==> src/rtl/picorv32_mem_arbiter.sv <==
// Two-master arbiter for the PicoRV32 native memory bus: one transaction at a time,
// registered request and response, bounded-timeout abort of a stalled slave access.
module picorv32_mem_arbiter #(
   parameter int          ARB_MODE       = 0,
   parameter int          TIMEOUT_CYCLES = 255,
   parameter logic [31:0] ERR_RDATA      = 32'h0010_0073
) (
   input  logic        clk_i,
   input  logic        rst_n_i,
   input  logic        m0_valid_i,
   input  logic        m0_instr_i,
   input  logic [31:0] m0_addr_i,
   input  logic [31:0] m0_wdata_i,
   input  logic [3:0]  m0_wstrb_i,
   output logic        m0_ready_o,
   output logic [31:0] m0_rdata_o,
   input  logic        m1_valid_i,
   input  logic        m1_instr_i,
   input  logic [31:0] m1_addr_i,
   input  logic [31:0] m1_wdata_i,
   input  logic [3:0]  m1_wstrb_i,
   output logic        m1_ready_o,
   output logic [31:0] m1_rdata_o,
   output logic        s_valid_o,
   output logic        s_instr_o,
   output logic [31:0] s_addr_o,
   output logic [31:0] s_wdata_o,
   output logic [3:0]  s_wstrb_o,
   input  logic        s_ready_i,
   input  logic [31:0] s_rdata_i,
   output logic        grant_o,
   output logic        busy_o,
   output logic        timeout_o
);

   typedef enum logic [1:0] {IDLE, REQ, RESP} state_t;

   localparam logic [15:0] TO_LAST = 16'(TIMEOUT_CYCLES - 1);
   localparam logic        TO_EN   = (TIMEOUT_CYCLES != 0);
   localparam logic        RR_MODE = (ARB_MODE == 0);

   state_t      state, state_nxt;
   logic        last_grant;
   logic        winner;
   logic        done;
   logic        abort;
   logic [15:0] cnt;
   logic        timeout_q;

   always_ff @(posedge clk_i or negedge rst_n_i) begin
      if (!rst_n_i) state <= IDLE;
      else          state <= state_nxt;
   end

   always_comb begin
      state_nxt = state;
      winner    = 1'b0;
      done      = 1'b0;
      abort     = 1'b0;
      case (state)
         IDLE: begin
            // Round-robin ties go to whichever master did not own the last grant.
            if (m1_valid_i && (!m0_valid_i || (RR_MODE && !last_grant)))
               winner = 1'b1;
            if (m0_valid_i || m1_valid_i)
               state_nxt = REQ;
         end
         REQ: begin
            if (s_ready_i) begin
               done      = 1'b1;
               state_nxt = RESP;
            end else if (TO_EN && (cnt == TO_LAST)) begin
               abort     = 1'b1;
               state_nxt = RESP;
            end
         end
         RESP:    state_nxt = IDLE;
         default: state_nxt = IDLE;
      endcase
   end

   always_ff @(posedge clk_i or negedge rst_n_i) begin
      if (!rst_n_i) begin
         s_valid_o  <= 1'b0;
         s_instr_o  <= 1'b0;
         s_addr_o   <= '0;
         s_wdata_o  <= '0;
         s_wstrb_o  <= '0;
         grant_o    <= 1'b0;
         last_grant <= 1'b1;
         cnt        <= '0;
         m0_rdata_o <= '0;
         m1_rdata_o <= '0;
         timeout_q  <= 1'b0;
      end else begin
         timeout_q <= abort;
         case (state)
            IDLE: begin
               if (state_nxt == REQ) begin
                  s_valid_o  <= 1'b1;
                  grant_o    <= winner;
                  last_grant <= winner;
                  s_instr_o  <= winner ? m1_instr_i : m0_instr_i;
                  s_addr_o   <= winner ? m1_addr_i  : m0_addr_i;
                  s_wdata_o  <= winner ? m1_wdata_i : m0_wdata_i;
                  s_wstrb_o  <= winner ? m1_wstrb_i : m0_wstrb_i;
                  cnt        <= '0;
               end
            end
            REQ: begin
               if (done || abort) begin
                  s_valid_o <= 1'b0;
                  if (grant_o) m1_rdata_o <= done ? s_rdata_i : ERR_RDATA;
                  else         m0_rdata_o <= done ? s_rdata_i : ERR_RDATA;
               end else if (cnt != 16'hFFFF) begin
                  cnt <= cnt + 16'd1;
               end
            end
            default: ;
         endcase
      end
   end

   assign m0_ready_o = (state == RESP) && !grant_o;
   assign m1_ready_o = (state == RESP) &&  grant_o;
   assign busy_o     = (state != IDLE);
   assign timeout_o  = timeout_q;

endmodule

==> config.mk <==
export PLATFORM = sky130hd
export DESIGN_NAME = picorv32_mem_arbiter
export DESIGN_NICKNAME = d
export VERILOG_FILES = /design/src/rtl/picorv32_mem_arbiter.sv
export SDC_FILE = /design/constraint.sdc
export NUM_CORES = 1
export LEC_CHECK = 0
export ABC_AREA = 1
export CORE_UTILIZATION = 35
export DETAILED_ROUTE_END_ITERATION = 12
export HOLD_SLACK_MARGIN = 0.03
export PLACE_DENSITY = 0.68
export RECOVER_POWER = 25
export SYNTH_ARGS = -nofsm -noshare
export SYNTH_HDL_FRONTEND = slang
export SYNTH_SLANG_ARGS = --single-unit
==> constraint.sdc <==
create_clock -name clk_i -period 1.65 [get_ports clk_i]
set_input_delay 0.33 -clock clk_i [delete_from_list [all_inputs] [get_ports clk_i]]
set_output_delay 0.33 -clock clk_i [all_outputs]
set_load 0.02 [all_outputs]
==> metrics.md <==
| Metric | Value |
|---|---|
| Status | `finished clean` |
| Slew @ Worst Pin | `763 ps` |
| Min-Delay Path Class | `register to register` |
| R2r setup slk | `40 ps` |
| Commonest cells after routing, fill and taps aside | `nand2_1, clkdlybuf4s50_1, dfrtp_1, dlygate4sd2_1, o21ai_0` |
| Core outline area | `0.0204 mm2` |
| Reg2reg end | `m0_rdata_o[7]` |
| Yosys Warn Count | `0` |
| First-pass GRT wire length | `36400 um` |
| CP Capture Type | `primary output` |
| Antenna viol nets, final | `0` |
| Cell Chain, Critical Path | `buf_4, nor3_1, buf_4` |
| Library cells used by synthesis | `28` |
| CTS sink count | `155` |
| Crit path largest cell delay | `370 ps` |
| Slowest cell on crit path | `dfrtp_1` |
| Final Cycle Share | `99.0%` |
| Number of antenna violations at the first check in global routing | `0` |
| CTS max path bufs | `2` |
| Type of the worst setup path | `register to primary output` |
| Worst setup path end | `m0_ready_o` |
| Final GP Congestion | `0.853` |
| Fin cells | `1490` |
| Critical path origin | `grant_o` |
| Cell count after synthesis | `845` |
| P_leak | `5.66 nW` |
| Number of global-route vias before repair | `6896` |
| Post-synthesis net count | `1022` |
| Fin. max-slew vios | `0` |
| Clock skew | `10.2 ps` |
| Root Driver | `clkbuf_16` |
| Number of remaining DRC errors | `0` |
| Critical Path Start Type | `register` |
| Synth top area cells | `dfrtp_1, nand2_1, o21ai_0, o21ai_2, nor2_1` |
| Hold path startpoint | `s_valid_o` |
| Fin nets | `1384` |
| Setup violations, final | `0` |
| N_diodes | `0` |
| Syn_area_per_cell | `8.70 um2` |
| CTS H-tree lvls | `4` |
| Worst Path Arrival | `1300 ps` |
| Fin. Hold Viols | `0` |
| Largest net degree at the start of global routing | `69` |
| Leading area contributor after synthesis | `dfrtp_1` |
| Hpwl dp | `16900 um` |
| Overflow after GRT | `0` |
| DRT Wirelength | `23800 um` |
| Commonest non-fill, non-tap cell in the layout | `nand2_1` |
| Die ar. | `0.0216 mm2` |
| Hold Path Depth | `2` |
| Critical path buffer and inverter count | `2` |
| Syn Std Cell Area | `0.00735 mm2` |
| Count of state elements after synthesis | `155` |
| Area growth from synthesis to layout | `64.1%` |
| TritonRoute pass-1 iters | `4` |
| Worst-case reg-to-reg path depth | `9` |
| Die Y | `147 um` |
| CTS tree | `built` |
| Peak supply drop | `0.704 mV` |
| Sequential share of the synthesized area | `52.8%` |
| Vias/cell | `4.75` |
| Row count | `52` |
| RSZ-0062 raised after global routing | `yes` |
| Share of layout cells above drive strength 1 | `22.3%` |
| Worst-path fanout max | `3` |
| P per Cell Area | `1730 mW/mm2` |
| Top cell type's share of synthesized area | `52.4%` |
| Placed Cells | `1440` |
| Rel. slew slack | `49.1%` |
| IO Port Bufs | `313` |
| Max Cap Violations | `0` |
| CP required | `1320 ps` |
| Initial Util | `36.0%` |
| Width of the chip | `147 um` |
| # IOs | `314` |
| DR iter-0 viols | `316` |
| Clock Pin Slew Worst Setup and Hold Paths | `60 ps` |
| Vias | `7076` |
| Final worst path period need | `1630 ps` |
| Max frequency | `612 MHz` |
| CP delay by family, top | `flip-flops` |
| Worst path depth | `3` |
| WL/cell | `16.0 um` |
| Fin Hold WS | `473 ps` |
| Clock Latency Late Sink | `420 ps` |
| Tot GR Track Use | `21.6%` |
| CTS Buf Count | `17` |
| RR Startpoint | `state[0]` |
| Crit path top cell by count | `buf_4` |
==> cell type report <==
cell class	count	area, um2
clock buffer	19	443
clock inverter	13	131
fill	1867	8360
inverter	23	86.3
multi-input combinational	623	3340
sequential	155	3880
tap	270	338
timing repair buffer	387	3850
==> worst min-delay path by stage <==
stage	end	slack [ps]
finish	s_valid_o	470
global route	m0_rdata_o[8]	500
CTS	m1_rdata_o[4]	350
detailed placement	m0_rdata_o[10]	220
global placement	m0_rdata_o[10]	230
floorplan	cnt[0]	30
==> Yosys cell counts (all sizes together) <==
master  count
a21oi       1
a31oi       1
buf        24
clkbuf     21
clkinv      2
dfrtp     154
dfstp       1
ha          2
inv        21
nand2     262
nand3      10
nand4       7
nor2      121
nor3        3
o21ai     206
o21bai      3
xnor2       3
xor2        3
==> cells by family (layout without fill, tap and decap cells) <==
| logic type | Yosys count | in the layout | synth area share, % |
|---|---|---|---|
| and+or+nand+nor | 403 | 404 | 23.3 |
| AOI/OAI and AO/OA | 211 | 211 | 17.9 |
| DFF | 155 | 155 | 52.8 |
| buffers and inverters | 68 | 442 | 4.99 |
| xor gates and xnor gates | 6 | 6 | 0.715 |
| adders and majority gates | 2 | 2 | 0.340 |
==> where the power goes <==
part	total [mW]	switching, mW	internal [mW]
Combinational	10.6	6.28	4.28
Clock	3.87	1.70	2.16
Sequential	6.47	0.991	5.48
==> tightest hold or removal path, stage by stage (launching register included) <==
cell and delay [ps]:
dfrtp_1 340, nand2_1 50, nand2_1 50
==> repair_timing <==
item	4_1_cts	5_1_grt
hold endpoints to repair	24	0
pin swaps	1	11
gates cloned	0	8
buffers inserted	2	8
setup endpoints to repair	202	87
gates resized for setup	147	72
hold buffers	1	0
==> per-layer routing <==
layer	vias to the layer above	global-route usage (%)	wire length (um)
met5	-	0	0
met3	33	6.61	1630
met4	0	7.01	518
met1	3312	26.2	9930
met2	244	36.4	11800
li1	3487	-	-
==> flip-flops by register name, indices dropped and copies added, names as in the netlist <==
signal,flops
s_wstrb_o,4
s_wdata_o,32
last_grant,1
m0_rdata_o,32
m1_rdata_o,32
timeout_o,1
state,2
cnt,16
grant_o,1
s_valid_o,1
s_addr_o,32
s_instr_o,1
==> stage by stage <==
| step | TNS, ps | area (um2) | utilization [%] | power [mW] | worst slack, ps |
|---|---|---|---|---|---|
| final | 0 | 12100 | 59.1 | 20.9 | 16.7 |
| after floorplan | 0 | 7350 | - | 12.1 | 51.2 |
| after CTS | -80.5 | 11600 | 57.0 | 20.5 | -76.6 |
| after global placement | -8100 | 11200 | 54.8 | 17.5 | -198 |
| after detailed placement | -11780 | 11200 | 54.8 | 17.7 | -232 |
| after global routing | -963 | 12100 | 59.1 | 22.2 | -40.5 |
Power figures use the tool's default switching activity.
